$ cat config.mk
export PLATFORM = sky130hd
export DESIGN_NAME = mole_round_ctrl_flat
export DESIGN_NICKNAME = d
export VERILOG_FILES = /design/src/rtl/mole_pkg.sv /design/src/rtl/mole_round_ctrl_if.sv /design/src/rtl/mole_round_ctrl_rise_detect.sv /design/src/rtl/mole_round_ctrl.sv /design/src/flat_wrapper.sv
export SDC_FILE = /design/constraint.sdc
export NUM_CORES = 1
export LEC_CHECK = 0
export CORE_ASPECT_RATIO = 0.8
export CORE_MARGIN = 3
export CORE_UTILIZATION = 52
export DETAILED_ROUTE_END_ITERATION = 10
export PLACE_DENSITY = 0.8
export SYNTH_ARGS = -nofsm -noshare
export SYNTH_HDL_FRONTEND = slang
export SYNTH_HIERARCHICAL = 1
export SYNTH_SLANG_ARGS = --single-unit
$ cat constraint.sdc
create_clock -name clk -period 5.5 [get_ports clk]
set_input_delay 0.55 -clock clk [delete_from_list [all_inputs] [get_ports clk]]
set_output_delay 0.55 -clock clk [all_outputs]
set_load 0.1 [all_outputs]
$ cat src/rtl/mole_pkg.sv
// Shared types and short-run constants for the mole round controller.
package mole_pkg;

    typedef enum logic [1:0] {
        IDLE   = 2'd0,
        SPAWN  = 2'd1,
        ACTIVE = 2'd2,
        OVER   = 2'd3
    } state_t;

    // Short timings so a whole game fits in a few hundred simulated cycles.
    localparam int SIM_GAME_CYCLES = 200;
    localparam int SIM_WIN_INIT    = 20;
    localparam int SIM_WIN_MIN     = 8;
    localparam int SIM_WIN_DECAY   = 4;
    localparam int SIM_LOCK_CYCLES = 10;

endpackage

$ cat src/rtl/mole_round_ctrl_if.sv
// Button/LFSR inputs and game-state outputs of the mole round controller.
interface mole_round_ctrl_if #(
    parameter int N_MOLES = 8,
    parameter int SCORE_W = 8
);
    localparam int IDX_W = $clog2(N_MOLES);

    logic               start;
    logic [N_MOLES-1:0] hit;
    logic [IDX_W-1:0]   rand_idx;
    logic [IDX_W-1:0]   mole_idx;
    logic               mole_valid;
    logic [N_MOLES-1:0] lockout;
    logic [SCORE_W-1:0] score;
    logic [SCORE_W-1:0] misses;
    logic               game_end;

    modport master (
        output start, hit, rand_idx,
        input  mole_idx, mole_valid, lockout, score, misses, game_end
    );

    modport slave (
        input  start, hit, rand_idx,
        output mole_idx, mole_valid, lockout, score, misses, game_end
    );

endinterface

$ cat src/rtl/mole_round_ctrl_rise_detect.sv
// Rising-edge detector: registers the previous level, flags 0->1 transitions.
module rise_detect #(
    parameter int W = 1
) (
    input  logic         clk,
    input  logic         rst_n,
    input  logic [W-1:0] din,
    output logic [W-1:0] rise
);
    logic [W-1:0] prev;

    always_ff @(posedge clk) begin
        if (!rst_n) prev <= '0;
        else        prev <= din;
    end

    assign rise = din & ~prev;

endmodule

$ cat src/rtl/mole_round_ctrl.sv
// Whack-a-mole round FSM: spawns moles, scores hits, counts misses,
// locks out wrong buttons and ends the game on an internal timer.
module mole_round_ctrl
    import mole_pkg::*;
#(
    parameter int N_MOLES     = 8,
    parameter int SCORE_W     = 8,
    parameter int GAME_CYCLES = 15000000,
    parameter int WIN_INIT    = 2000000,
    parameter int WIN_MIN     = 500000,
    parameter int WIN_DECAY   = 50000,
    parameter int LOCK_CYCLES = 1000000
) (
    input  logic             clk,
    input  logic             rst_n,
    mole_round_ctrl_if.slave bus
);
    localparam int IDX_W = $clog2(N_MOLES);
    localparam int GT_W  = $clog2(GAME_CYCLES + 1);
    localparam int WIN_W = $clog2(WIN_INIT + 1);
    localparam int LK_W  = $clog2(LOCK_CYCLES + 1);

    state_t             state;
    logic [IDX_W-1:0]   mole_idx;
    logic               mole_valid;
    logic [N_MOLES-1:0] lockout;
    logic [SCORE_W-1:0] score;
    logic [SCORE_W-1:0] misses;
    logic               game_end;
    logic [GT_W-1:0]    game_timer;
    logic [WIN_W-1:0]   mole_timer;
    logic [WIN_W-1:0]   window;
    logic [LK_W-1:0]    lock_timer;

    logic               start_rise;
    logic [N_MOLES-1:0] hit_rise;
    logic [N_MOLES-1:0] hit_r;
    logic [N_MOLES-1:0] mole_oh;
    logic [N_MOLES-1:0] wrong;
    logic               hit_ok;
    logic [IDX_W-1:0]   wrap_idx;
    logic [IDX_W-1:0]   spawn_idx;
    logic [WIN_W-1:0]   win_next;

    rise_detect #(.W(1)) u_start_rise (
        .clk  (clk),
        .rst_n(rst_n),
        .din  (bus.start),
        .rise (start_rise)
    );

    rise_detect #(.W(N_MOLES)) u_hit_rise (
        .clk  (clk),
        .rst_n(rst_n),
        .din  (bus.hit),
        .rise (hit_rise)
    );

    assign hit_r = hit_rise & ~lockout;

    always_comb begin
        mole_oh = '0;
        for (int i = 0; i < N_MOLES; i++) mole_oh[i] = (mole_idx == IDX_W'(i));
    end

    assign hit_ok = |(hit_r & mole_oh);
    assign wrong  = hit_r & ~mole_oh;

    // LFSR range can exceed N_MOLES; fold once, then avoid repeating the last mole.
    always_comb begin
        wrap_idx = (int'(rand_idx_in()) >= N_MOLES) ? IDX_W'(int'(rand_idx_in()) - N_MOLES)
                                                    : rand_idx_in();
        spawn_idx = wrap_idx;
        if (wrap_idx == mole_idx)
            spawn_idx = (int'(wrap_idx) == N_MOLES - 1) ? '0 : wrap_idx + 1'b1;
    end

    function automatic logic [IDX_W-1:0] rand_idx_in();
        return bus.rand_idx;
    endfunction

    always_comb begin
        if (int'(window) >= WIN_MIN + WIN_DECAY) win_next = window - WIN_W'(WIN_DECAY);
        else                                     win_next = WIN_W'(WIN_MIN);
    end

    always_ff @(posedge clk) begin
        if (!rst_n) begin
            state      <= IDLE;
            mole_idx   <= '0;
            mole_valid <= 1'b0;
            lockout    <= '0;
            score      <= '0;
            misses     <= '0;
            game_end   <= 1'b0;
            game_timer <= '0;
            mole_timer <= '0;
            window     <= '0;
            lock_timer <= '0;
        end else begin
            // Lockout runs independently of the FSM; state actions below may override it.
            if (lock_timer != '0) begin
                lock_timer <= lock_timer - 1'b1;
                if (lock_timer == LK_W'(1)) lockout <= '0;
            end

            unique case (state)
                IDLE, OVER: begin
                    if (start_rise) begin
                        score      <= '0;
                        misses     <= '0;
                        lockout    <= '0;
                        lock_timer <= '0;
                        window     <= WIN_W'(WIN_INIT);
                        game_timer <= GT_W'(GAME_CYCLES);
                        game_end   <= 1'b0;
                        state      <= SPAWN;
                    end
                end

                SPAWN: begin
                    if (game_timer != '0) game_timer <= game_timer - 1'b1;
                    mole_idx   <= spawn_idx;
                    mole_timer <= window;
                    mole_valid <= 1'b1;
                    state      <= ACTIVE;
                end

                ACTIVE: begin
                    if (game_timer == '0) begin
                        // Freeze all buttons; a pending lockout must not release them.
                        game_end   <= 1'b1;
                        mole_valid <= 1'b0;
                        lockout    <= '1;
                        lock_timer <= '0;
                        state      <= OVER;
                    end else begin
                        game_timer <= game_timer - 1'b1;
                        if (hit_ok) begin
                            if (score != '1) score <= score + 1'b1;
                            window     <= win_next;
                            mole_valid <= 1'b0;
                            state      <= SPAWN;
                        end else if (mole_timer == '0) begin
                            if (misses != '1) misses <= misses + 1'b1;
                            mole_valid <= 1'b0;
                            state      <= SPAWN;
                        end else begin
                            mole_timer <= mole_timer - 1'b1;
                            if ((|wrong) && lock_timer == '0) begin
                                lockout    <= wrong;
                                lock_timer <= LK_W'(LOCK_CYCLES);
                            end
                        end
                    end
                end

                default: state <= IDLE;
            endcase
        end
    end

    assign bus.mole_idx   = mole_idx;
    assign bus.mole_valid = mole_valid;
    assign bus.lockout    = lockout;
    assign bus.score      = score;
    assign bus.misses     = misses;
    assign bus.game_end   = game_end;

endmodule
$ cat src/flat_wrapper.sv
// flat-port wrapper written by rule: the top's interface ports become plain ports
module mole_round_ctrl_flat import mole_pkg::*;
#(
    parameter int N_MOLES     = 8,
    parameter int SCORE_W     = 8,
    parameter int GAME_CYCLES = 15000000,
    parameter int WIN_INIT    = 2000000,
    parameter int WIN_MIN     = 500000,
    parameter int WIN_DECAY   = 50000,
    parameter int LOCK_CYCLES = 1000000
)
  (clk, rst_n, bus_start, bus_hit, bus_rand_idx, bus_mole_idx, bus_mole_valid, bus_lockout, bus_score, bus_misses, bus_game_end);
  mole_round_ctrl_if #(.N_MOLES(N_MOLES), .SCORE_W(SCORE_W)) bus_i ();
  input  logic clk;
  input  logic rst_n;
  input wire logic [$bits(bus_i.start)-1:0] bus_start;
  input wire logic [$bits(bus_i.hit)-1:0] bus_hit;
  input wire logic [$bits(bus_i.rand_idx)-1:0] bus_rand_idx;
  output wire logic [$bits(bus_i.mole_idx)-1:0] bus_mole_idx;
  output wire logic [$bits(bus_i.mole_valid)-1:0] bus_mole_valid;
  output wire logic [$bits(bus_i.lockout)-1:0] bus_lockout;
  output wire logic [$bits(bus_i.score)-1:0] bus_score;
  output wire logic [$bits(bus_i.misses)-1:0] bus_misses;
  output wire logic [$bits(bus_i.game_end)-1:0] bus_game_end;
  assign bus_i.start = bus_start;
  assign bus_i.hit = bus_hit;
  assign bus_i.rand_idx = bus_rand_idx;
  assign bus_mole_idx = bus_i.mole_idx;
  assign bus_mole_valid = bus_i.mole_valid;
  assign bus_lockout = bus_i.lockout;
  assign bus_score = bus_i.score;
  assign bus_misses = bus_i.misses;
  assign bus_game_end = bus_i.game_end;
  mole_round_ctrl #(.N_MOLES(N_MOLES), .SCORE_W(SCORE_W), .GAME_CYCLES(GAME_CYCLES), .WIN_INIT(WIN_INIT), .WIN_MIN(WIN_MIN), .WIN_DECAY(WIN_DECAY), .LOCK_CYCLES(LOCK_CYCLES)) u_core (.clk(clk), .rst_n(rst_n), .bus(bus_i));
endmodule
[Word level (Yosys, flattened, before mapping)]
Cells that the tools add are included.
Word-level totals
  register bits after elaboration: 126
  input bits: 14
  output and inout port bits: 29
  word-level logic and storage cells: 129
Operators by class
  reduce and logical (&&, ||, !) cells: 21
  order comparisons: 1
  bitwise gates (word level): 9
  mux-type cells: 52
  add/sub/neg operators: 7
  equal/unequal tests: 26
Operators with widths (number)
  $mux 21: 7
  $mux 20: 6
  $mux 8: 15
  $pmux 21 s2: 2
  $mux 24: 3
  $pmux 24 s3: 1
  $pmux 8 s2: 3
  $pmux 20 s2: 1
  $and 8x8->8: 4
  $logic_not 24->1: 1
  $not 8->8: 3
  $reduce_bool 24->1: 1
  $sub 24x1->24 const B: 1
  $ge 21x20->1 const B: 1
  $logic_not 21->1: 1
  $sub 21x1->21 const B: 1
  $sub 21x16->21 const B: 1
  $eq 20x1->1 const B: 1
  $logic_not 20->1: 1
  $reduce_bool 20->1: 1
  $sub 20x1->20 const B: 1
  $add 8x1->8 const B: 2
  $ne 8x8->1 const B: 2
  $reduce_or 8->1: 2
  other kinds (27): 54

[Logic depth before layout (Yosys ltp)]
Gate-level depths: netlist of the first run.
  word-level depth: 11
  gate-level depth with buffers: 11
  mapped depth without buffers: 8

[Cells and area by module]
Netlist of the first run, hierarchy kept.
Modules (own cells, without submodules)
  mole_round_ctrl: sequential area each 2262.2 um^2, cells an instance 791, instances 1, area each 6409.9 um^2
  rise_detect at u_core.u_hit_rise: sequential area each 160.2 um^2, cells an instance 24, instances 1, area each 260.2 um^2
  rise_detect at u_core.u_start_rise: sequential area each 20.0 um^2, cells an instance 3, instances 1, area each 40.0 um^2

[Worst setup path before layout of the first run]
OpenSTA, ideal clock, no wires.
  kind: reg2reg
  start point: reg u_core.mole_idx[0], in the netlist u_core/bus.mole_idx[0]
  end point: reg u_core.lockout[2], in the netlist u_core/bus.lockout[2]
  arrival time: 3253 ps
  setup slack: 2156 ps
  clock period less this slack: 3344 ps
  data required time: 5409 ps
  buffers on the path: 2
  stages on the path, launching flop included: 9
  cells stage by stage: dfxtp_1 -> buf_4 -> and3b_2 -> a32o_2 -> or4_4 -> buf_6 -> or3_1 -> or3_1 -> a311oi_1
On the way
  word-level cells in the longest chain between the ends: 10
RTL lines
  from (decl): RTL line mole_round_ctrl.sv:24  | logic [IDX_W-1:0] mole_idx;
  from (signal assigned): RTL line mole_round_ctrl.sv:123  | mole_idx <= spawn_idx;
  $eq 3x1->1, or another cell as far along: RTL line mole_round_ctrl.sv:63  | for (int i = 0; i < N_MOLES; i++) mole_oh[i] = (mole_idx == IDX_W'(i));
  $not 8->8: RTL line mole_round_ctrl.sv:67  | assign wrong = hit_r & ~mole_oh;
  $and 8x8->8: RTL line mole_round_ctrl.sv:67
  $reduce_or 8->1: RTL line mole_round_ctrl.sv:150  | if ((|wrong) && lock_timer == '0) begin
  $logic_and 1x1->1: RTL line mole_round_ctrl.sv:150
  $mux 8: RTL line mole_round_ctrl.sv:150
  $mux 8: RTL line mole_round_ctrl.sv:144  | end else if (mole_timer == '0) begin
  $mux 8 *: RTL line mole_round_ctrl.sv:139  | if (hit_ok) begin
  $mux 8 *: RTL line mole_round_ctrl.sv:130  | if (game_timer == '0) begin
  $pmux 8 s2 *: RTL line mole_round_ctrl.sv:107  | unique case (state)
  to (signal assigned): RTL line mole_round_ctrl.sv:151  | lockout <= wrong;
  to (decl): RTL line mole_round_ctrl.sv:26  | logic [N_MOLES-1:0] lockout;
Mark *: on every way between the ends. The rest lies on a longest branch, timed or not.
A chain may end at the register's enable or synchronous reset.

[Worst setup path in the final report of the first run]
  start point: reg u_core.mole_timer[0]
  end point: reg u_core.state[1]
On the way
  word-level cells in the longest chain between the ends: 3
RTL lines
  from (decl): RTL line mole_round_ctrl.sv:31  | logic [WIN_W-1:0] mole_timer;
  from (signal assigned): RTL line mole_round_ctrl.sv:124  | mole_timer <= window;
  from (signal assigned): RTL line mole_round_ctrl.sv:149  | mole_timer <= mole_timer - 1'b1;
  $logic_not 21->1: RTL line mole_round_ctrl.sv:144
  $ne 4x1->1 (no line)
  $reduce_and 2->1 (no line)
  to (signal assigned): RTL line mole_round_ctrl.sv:143  | state <= SPAWN;
  to (signal assigned): RTL line mole_round_ctrl.sv:147  | state <= SPAWN;
  to (signal assigned): RTL line mole_round_ctrl.sv:158  | default: state <= IDLE;
  to (decl): RTL line mole_round_ctrl.sv:23  | state_t state;
Every way passes these cells.

==> impl_metrics.csv, run 1 <==
group,metric,value,unit
finish,antenna_cells,0,
setup_path,cp_slowest_cell,"nand3_1",
setup_path,r2r_setup_slack,2.12,ns
grt,grt_pass1_wl,29300,um
floorplanning,core,12400,um^2
floorplanning,io_pins,43,
detailed_routing,drt_wl_total,17300,um
setup_path,start_kind,"flop",
setup_path,crit_type,"reg2reg",
detailed_routing,highest_layer,"met4",
floorplanning,initial_core_util,54.2,%
yosys,syn-num-nets,845,
yosys,synth_edf_count,0,
finish,fillers,1043,
finish,final_util,63.2,%
place,port_buffers,42,
finish,final_nets,868,
finish,multi_input_area,3950,um^2
setup_path,crit_path_end_kind,"flop",
sta,finalCriticalPeriod,3.38,ns
yosys,ys_seq_elements,122,
yosys,netlist.area_leader.share,36.4,%
sta,setup_viol,0,
yosys,seq_area_frac_synth,36.4,%
yosys,synth_cells,818,
clock_network,cts_hold_buf,0,
power_and_ir_drop,finalPower,5.08,mW
power_and_ir_drop,powerDensity,649,nW/um^2
setup_path,worstPathRequired,5.80,ns
setup_path,r2r_end,"u_core/state[1]$_SDFFE_PN0P_",
floorplanning,die_h,108,um
power_and_ir_drop,ir_drop,0.340,mV
setup_path,startpoint,"u_core/mole_timer[0]$_SDFFE_PN0P_",
place,dp_slack,1.86,ns
clock_network,clk_pin_slew_worst_paths,0.06,ns
floorplanning,dieArea,14300,um^2
clock_network,cts_resized,0,
sta,rsz0062_at_grt,"false",
sta,setup_ws,2.12,ns
detailed_routing,wl_per_cell,16.9,um
setup_path,path_max_fanout,21,
detailed_routing,drtIter0Drc,645,
sta,timing.fmax,0.296,GHz
setup_path,reg2reg_depth,8,
finish,register_area,2440,um^2
min_path,min_to,"u_core/lock_timer[8]$_SDFF_PN0_",
min_path,min_path_type,"reg2reg",
run_status,status,"complete, no violations",
detailed_routing,met2WireLength,7630,um
yosys,async_flop_share,0,%
min_path,hold_path_depth,2,
place,dpl.hpwl,11500,um
detailed_routing,via_per_inst,6.26,
grt,grt_max_degree,34,
grt,grt.total_usage,24.8,%
yosys,ys_warn_count,6,
power_and_ir_drop,p_leak,2.86,nW
grt,grt_pass1_vias,5888,
finish,drive_above_1_share,8.31,%
clock_network,cts_num_sinks,122,
finish,synthToLayoutAreaGrowth,16.7,%
floorplanning,num_rows,36,
sta,worst_slew_pin_slew,1.09,ns
clock_network,post_cts_buffers,0,
sta,slew_headroom,27.2,%
floorplanning,die_x,133,um
yosys,yosys-top-cells-area,"dfxtp_1 (36%), xnor2_1 (4.3%), a21oi_1 (4.2%), nor2_1 (4.0%), nand2_1 (3.5%)",
place,routabilityCongestion,0.911,
detailed_routing,ant_nets,0,
detailed_routing,dr.pass1.iters,5,
detailed_routing,dr_total_vias,6420,
clock_network,cts_tree,"done",
clock_network,cts_buffers,17,
clock_network,clk_path_buf_depth,2,
setup_path,r2r_start,"u_core/mole_timer[0]$_SDFFE_PN0P_",
clock_network,root_buffer,"clkbuf_16",
min_path,holdCritStartpoint,"u_core/lock_timer[8]$_SDFF_PN0_",
detailed_routing,drc,0,
sta,hold_viol,0,
clock_network,htreeDepth,4,
yosys,synth_cell_types,73,
setup_path,crit_chain,"inv_1 -> ha_1 -> or3b_2 -> nor4_1 -> nand3_1 -> nand3_1 -> nand2_1 -> a32o_1",
setup_path,crit_top_cell,"nand3_1",
yosys,synth_area_per_cell,8.20,um^2
clock_network,insertion_delay,0.41,ns
yosys,netlist_area,6710,um^2
yosys,yosysTopAreaCell,"dfxtp_1",
grt,antenna_found_initial,0,
detailed_routing,wl_met3,1310,um
run,cap_violations,0,
sta,clock_skew,0.0117,ns
setup_path,arrival,3.68,ns
sta,min_period_over_period,61.4,%
detailed_routing,wl_met1,8110,um
setup_path,cp_slowest_stage_delay,0.67,ns
grt,gr-total-overflow,0,
sta,tns,0,ns
sta,slew_viol_final,0,
yosys,ys.flop_type,"dfxtp_1",
==> report_power, final <==
part	leakage, nW	total [mW]	internal (mW)	switching [mW]
Sequential	0.996	1.36	1.10	0.261
Clock	0.321	1.25	0.842	0.404
Combinational	1.54	2.47	0.907	1.57
==> stage by stage <==
step / cells / area (um^2) / hold WS [ns]
after floorplan: 818 / 6710 / 0.437
after global placement: 993 / 7170 / 0.448
after detailed placement: 993 / 7170 / 0.458
after CTS: 1025 / 7830 / 0.466
after global routing: 1025 / 7830 / 0.501
final: 1025 / 7830 / 0.465
==> per-layer routing <==
metal  global-route usage (%)  vias up
met4                     7.86        0
met3                     5.93       29
met5                        0        -
met2                     37.7      281
li1                         -     3110
met1                     34.7     3000
==> logic make-up after synthesis <==
group / synth area share, %
DFF: 36.4
muxes: 1.04
and+or+nand+nor: 29.9
AOI/OAI and AO/OA: 20.2
xor gates and xnor gates: 5.22
buffers and inverters: 4.75
adders and majority gates: 2.42
==> worst max-delay path: cells and delay by family, from the launching register on <==
kind                       cells  cell delay (ns)
AOI/OAI and AO/OA              1             0.29
buffers and inverters          1             0.11
adders and majority gates      1             0.20
and+or+nand+nor                5             2.31
DFF                            1             0.34
==> how the worst max path moves through the flow <==
stage	slack [ns]	to	cells past startpoint
finish	2.12	u_core/state[1]$_SDFFE_PN0P_	8
global route	1.78	u_core/state[1]$_SDFFE_PN0P_	8
CTS	2.21	u_core/state[1]$_SDFFE_PN0P_	8
detailed placement	1.86	u_core/mole_timer[5]$_SDFFE_PN0P_	8
global placement	1.91	u_core/mole_timer[5]$_SDFFE_PN0P_	8
floorplan	2.16	u_core/bus.lockout[2]$_SDFF_PN0_	8
==> layout by cell type (no fill, tap or decap), types with 7 or more instances in the layout <==
cell	netlist	layout
clkdlybuf4s50_1	0	42
clkbuf_16	0	17
nand2_1	63	63
buf_4	1	7
inv_1	22	22
nand2b_1	13	13
or3_1	31	31
o22ai_1	9	9
dfxtp_1	122	122
nor4_1	24	24
nand4_1	19	19
xnor2_1	33	33
a211oi_1	9	9
xor2_1	7	7
ha_1	13	13
or2_2	9	9
mux2i_1	7	7
a31oi_1	21	21
nor3_1	32	32
nor2b_1	11	11
nor2_1	71	71
and2_1	14	14
o21a_1	8	8
o211ai_1	14	14
nand3_1	21	21
or4_1	23	23
o21ai_0	26	26
a21oi_1	56	56
==> flip-flops by register name, summed over array words and instances, names as in the netlist, 2 cells and up <==
signal                  count
u_core/bus.score            8
u_core/window              17
u_core/u_hit_rise/prev      8
u_core/bus.mole_idx         3
u_core/lock_timer          20
u_core/game_timer          24
u_core/mole_timer          21
u_core/bus.misses           8
u_core/bus.lockout          8
u_core/state                2
==> synthesized netlist by cell type (all sizes together), types with 3 or more instances <==
cell type	n
nor4	25
and3b	3
nand2b	13
or4	24
a21oi	56
nand4	20
o41ai	5
nor2	71
and3	8
o31ai	7
clkbuf	34
nand2	63
mux2i	7
a32o	6
nand3	21
xor2	7
o21ai	27
o311ai	7
or3	32
o22ai	9
inv	22
buf	10
or2	9
xnor2	33
o211ai	14
a21o	5
ha	13
o21a	8
and2b	4
dfxtp	122
a211oi	9
nor3	34
nor2b	12
nor3b	3
a31oi	21
and2	14
o31a	5
o221a	4
o311a	3
==> final cells by class <==
class	count	share of cell area [%]
Multi-Input combinational cell	629	50.5
Sequential cell	122	31.2
Clock buffer	22	6.06
Timing Repair Buffer	49	6.04
Tap cell	171	2.73
Clock inverter	10	2.41
Inverter	22	1.05
No activity file was read; power rests on OpenSTA's default activity.
==> run 2, diff against run 1 <==
Clock period 5.5 ns to 3.39 ns, I/O delays scaled along.
==> run 2 against run 1 <==
Against the previous run:
- sequential share of layout area about the same
- non-clock buffer count increased by 15
- global-route usage decreased by 0.42 points
- cell count increased by 1.4%
- combinational power increased by 68%
- clock-buffer cell count increased by 1
- setup slack got worse by 1.7 ns
- fmax increased by 12%
- die area unchanged
- critical path type unchanged
==> impl_metrics.csv, run 2 (synthesis gave the netlist of run 1 again) <==
group,metric,value,unit
grt,grt.total_usage,24.4,%
setup_path,cp_slowest_stage_delay,0.84,ns
clock_network,cts_tree,"done",
setup_path,crit_path_end_kind,"flop",
detailed_routing,drtIter0Drc,578,
sta,clock_skew,0.0121,ns
setup_path,critical_path_buf_inv_count,0,
sta,worst_slew_pin_slew,1.01,ns
setup_path,worstPathRequired,3.73,ns
setup_path,arrival,3.35,ns
sta,finalCriticalPeriod,3.01,ns
clock_network,clk_path_buf_depth,2,
clock_network,cts_buffers,17,
finish,multi_input_area,3950,um^2
grt,antenna_found_initial,0,
finish,largest_register_ffs,24,
setup_path,r2r_setup_slack,0.38,ns
clock_network,cts_resized,0,
sta,setup_ws,0.384,ns
run_status,status,"complete, no violations",
setup_path,crit_type,"reg2reg",
place,placed_area,7280,um^2
clock_network,cts_hold_buf,0,
power_and_ir_drop,ir_drop,0.466,mV
place,dpl.hpwl,12100,um
grt,gr-usage-met1,34.4,%
finish,fin_area,7840,um^2
grt,gr-total-overflow,0,
floorplanning,num_rows,36,
sta,slew_headroom,32.3,%
detailed_routing,dr_total_vias,6430,
detailed_routing,via_per_inst,6.19,
grt,busiest_layer,"met2",
finish,synthToLayoutAreaGrowth,16.8,%
clock_network,post_cts_buffers,0,
sta,rsz0062_at_grt,"false",
sta,timing.fmax,0.333,GHz
finish,antenna_cells,0,
clock_network,cts_num_sinks,122,
run,cap_violations,0,
clock_network,htreeDepth,4,
finish,layout_commonest_cell,"dfxtp_1",
setup_path,start_kind,"flop",
finish,fillers,1055,
finish,register_area,2440,um^2
power_and_ir_drop,powerDensity,1030,nW/um^2
grt,use_met3,6.07,%
place,port_buffers,42,
sta,setup_viol,0,
floorplanning,die_h,108,um
grt,grt_pass1_wl,28800,um
clock_network,clk_pin_slew_worst_paths,0.05,ns
grt,grt_max_degree,33,
setup_path,crit_chain,"nor4_1 -> nand4_1 -> or2_2 -> a31oi_1 -> o21ai_0 -> a21oi_1",
setup_path,critPathTopFamily,"simple AND/OR/NAND/NOR gates",
floorplanning,dieArea,14300,um^2
power_and_ir_drop,finalPower,8.04,mW
detailed_routing,ant_nets,0,
sta,slew_viol_final,0,
power_and_ir_drop,p_leak,2.89,nW
floorplanning,core,12400,um^2
finish,regMostFlops,"u_core/game_timer",
detailed_routing,wl_per_cell,16.6,um
detailed_routing,drt_wl_total,17300,um
finish,final_nets,883,
grt,grt_pass1_vias,5847,
sta,min_period_over_period,88.7,%
finish,reg_top3,"u_core/game_timer (24), u_core/mole_timer (21), u_core/lock_timer (20)",
detailed_routing,drc,0,
floorplanning,die_x,133,um
clock_network,insertion_delay,0.41,ns
floorplanning,io_pins,43,
finish,drive_above_1_share,9.79,%
place,routabilityCongestion,0.909,
min_path,min_path_type,"reg2reg",
setup_path,path_max_fanout,15,
sta,hold_viol,0,
clock_network,root_buffer,"clkbuf_16",
setup_path,cp_slowest_cell,"a31oi_1",
detailed_routing,dr.pass1.iters,5,
floorplanning,initial_core_util,54.2,%
finish,final_util,63.3,%
sta,tns,0,ns
place,dp_slack,0.379,ns
grt,use_met2,36.7,%
finish,layout_common_cells,"dfxtp_1 (122), nor2_1 (71), nand2_1 (63)",
-- run 2: layer usage --
| layer | share of wire [%] | vias up | wire length (um) |
|---|---|---|---|
| li1 | - | 3126 | - |
| met1 | 49 | 3037 | 8430 |
| met2 | 43 | 252 | 7420 |
| met3 | 7.5 | 15 | 1300 |
| met4 | 0.83 | 0 | 144 |
| met5 | 0 | - | 0 |
-- run 2: worst paths after layout --
check / start / end / depth (start not counted)
max: u_core/game_timer[2]$_SDFFE_PN0P_ / u_core/bus.misses[2]$_SDFFE_PN0P_ / 6
min: u_core/lock_timer[8]$_SDFF_PN0_ / u_core/lock_timer[8]$_SDFF_PN0_ / 2
max reg2reg: u_core/game_timer[2]$_SDFFE_PN0P_ / u_core/bus.misses[2]$_SDFFE_PN0P_ / 6
min reg2reg: u_core/lock_timer[8]$_SDFF_PN0_ / u_core/lock_timer[8]$_SDFF_PN0_ / 2
-- run 2: worst min-delay path: stages (launching register included) --
cell and delay, ns:
dfxtp_1 0.30, o41ai_1 0.05, a21oi_1 0.06
-- run 2: layout make-up --
class | count | area share (%)
multi-input combinational | 629 | 50.5
sequential | 122 | 31.2
timing repair buffer | 64 | 7.47
clock buffer | 23 | 6.23
tap | 171 | 2.73
inverter | 22 | 1.05
clock inverter | 8 | 0.878
-- run 2: metrics by stage --
step | instances | hold WS, ns
finish | 1039 | 0.463
global route | 1039 | 0.487
CTS | 1039 | 0.465
detailed placement | 1008 | 0.457
global placement | 1008 | 0.449
floorplan | 818 | 0.437
-- run 2: where the power goes --
part / internal (mW) / switching (mW) / total [mW]
registers: 1.78 / 0.414 / 2.20
clock network: 1.07 / 0.619 / 1.69
logic: 1.58 / 2.56 / 4.15
total: 4.44 / 3.60 / 8.04
==> run 3, diff against run 2 <==
Settings changed: DONT_BUFFER_PORTS from default to 1, PLACE_DENSITY 0.8 to 0.76.
==> run 3 against run 2 <==
Against the previous run:
- fmax fell by 2.2%
- sequential power up 2%
- non-clock buffer count shrank 30
- sequential share of layout area grew 1.0 points
- clock power is 15% higher
- combinational power fell by 2%
- setup slack got worse by 0.069 ns
- register-to-register slack got worse by 0.07 ns
- utilization shrank 2.0 points
- total power grew 2.8%
==> impl_metrics.csv, run 3 (synthesis gave the netlist of run 1 again) <==
group,metric,value,unit
clock_network,cts_buffers,17,
grt,grt_max_degree,34,
power_and_ir_drop,powerDensity,1090,nW/um^2
detailed_routing,drtIter0Drc,551,
setup_path,arrival,3.41,ns
clock_network,clk_pin_slew_worst_paths,0.06,ns
detailed_routing,ant_nets,0,
detailed_routing,wl_per_cell,17.7,um
power_and_ir_drop,finalPower,8.27,mW
sta,slew_headroom,25.1,%
finish,fin_cells,1009,
sta,timing.fmax,0.325,GHz
finish,largest_register_ffs,24,
place,routabilityCongestion,0.879,
place,dp.cells,978,
finish,regMostFlops,"u_core/game_timer",
place,port_buffers,0,
sta,tns,0,ns
finish,reg_top3,"u_core/game_timer (24), u_core/mole_timer (21), u_core/lock_timer (20)",
power_and_ir_drop,p_leak,2.84,nW
clock_network,cts_num_sinks,122,
detailed_routing,drt_wl_total,17800,um
sta,setup_ws,0.315,ns
clock_network,clk_path_buf_depth,2,
setup_path,r2r_setup_slack,0.32,ns
run_status,status,"complete, no violations",
clock_network,insertion_delay,0.42,ns
clock_network,cts_tree,"done",
floorplanning,dieArea,14300,um^2
sta,holdWs,0.0411,ns
place,placed_area,6950,um^2
sta,rsz0062_at_grt,"false",
setup_path,start_kind,"flop",
detailed_routing,dr.pass1.iters,6,
floorplanning,die_x,133,um
run,cap_violations,0,
sta,slew_viol_final,0,
sta,min_period_over_period,90.7,%
setup_path,worstPathRequired,3.73,ns
sta,finalCriticalPeriod,3.07,ns
grt,grt.total_usage,24.9,%
floorplanning,num_rows,36,
setup_path,path_max_fanout,14,
setup_path,crit_path_end_kind,"flop",
sta,hold_viol,0,
sta,clock_skew,0.00701,ns
place,dp_slack,0.295,ns
finish,drive_above_1_share,11.6,%
setup_path,crit_type,"reg2reg",
grt,antenna_found_initial,0,
finish,final_util,61.2,%
floorplanning,io_pins,43,
sta,setup_viol,0,
place,dpl.hpwl,12200,um
sta,worst_slew_pin_slew,1.12,ns
finish,fillers,1068,
finish,multi_input_area,3960,um^2
finish,register_area,2440,um^2
finish,antenna_cells,0,
clock_network,root_buffer,"clkbuf_16",
min_path,min_path_type,"in2reg",
floorplanning,die_h,108,um
detailed_routing,via_per_inst,6.38,
finish,layout_commonest_cell,"dfxtp_1",
clock_network,post_cts_buffers,0,
finish,fin_area,7580,um^2
grt,gr-total-overflow,0,
detailed_routing,dr_total_vias,6438,
finish,synthToLayoutAreaGrowth,13.0,%
power_and_ir_drop,ir_drop,0.505,mV
floorplanning,initial_core_util,54.2,%
finish,layout_common_cells,"dfxtp_1 (122), nor2_1 (71), nand2_1 (63)",
clock_network,htreeDepth,4,
floorplanning,core,12400,um^2
detailed_routing,drc,0,
grt,grt_pass1_vias,6036,
finish,final_nets,853,
grt,grt_pass1_wl,29000,um
## run 3: cell count changes in the layout (fill, tap and decap cells not counted)
cell and change:
buf_4 +12, clkinvlp_4 +1, nor4_1 -1, bufinv_16 +3
clkbuf_1 +1, clkdlybuf4s50_1 -42, clkinv_4 -1, nor4_2 +1
clkinv_2 -4
## run 3: layout make-up
class,instances,area share (%)
clock buffer,24,6.48
clock inverter,7,1.81
inverter,22,1.09
multi-input combinational,629,52.2
sequential,122,32.2
tap,171,2.82
timing repair buffer,34,3.37
## run 3: timing repair
action	4_1_cts	5_1_grt
hold buffers	0	0
gates resized for setup	0	1
setup endpoints to repair	0	1
## run 3: path summary, 6_finish.rpt
kind	startpoint	depth (start not counted)	to
setup / recovery	u_core/state[0]$_SDFFE_PN0P_	7	u_core/mole_timer[16]$_SDFFE_PN0P_
hold reg to reg	u_core/lock_timer[4]$_SDFF_PN0_	2	u_core/lock_timer[4]$_SDFF_PN0_
hold / removal	bus_hit[2]	1	u_core/u_hit_rise/prev[2]$_SDFF_PN0_
setup reg to reg	u_core/state[0]$_SDFFE_PN0P_	7	u_core/mole_timer[16]$_SDFFE_PN0P_
## run 3: critical path, stage by stage, from the launching register on
cell and delay [ns]:
dfxtp_1 0.33, inv_1 0.08, ha_1 0.44, inv_1 0.29, a21oi_1 0.63, nand4_1 0.51
or4_1 0.55, a31oi_1 0.17
## run 3: report_power, final
| group | switching (mW) | internal, mW |
|---|---|---|
| Sequential | 0.464 | 1.78 |
| Combinational | 2.57 | 1.51 |
| Clock | 0.636 | 1.30 |
## run 3: layer usage
layer  GRT usage, %  share of wire, %
met4           8.83               1.8
met1           31.8                45
met5              0                 0
met2           40.3                46
met3           7.10               7.7
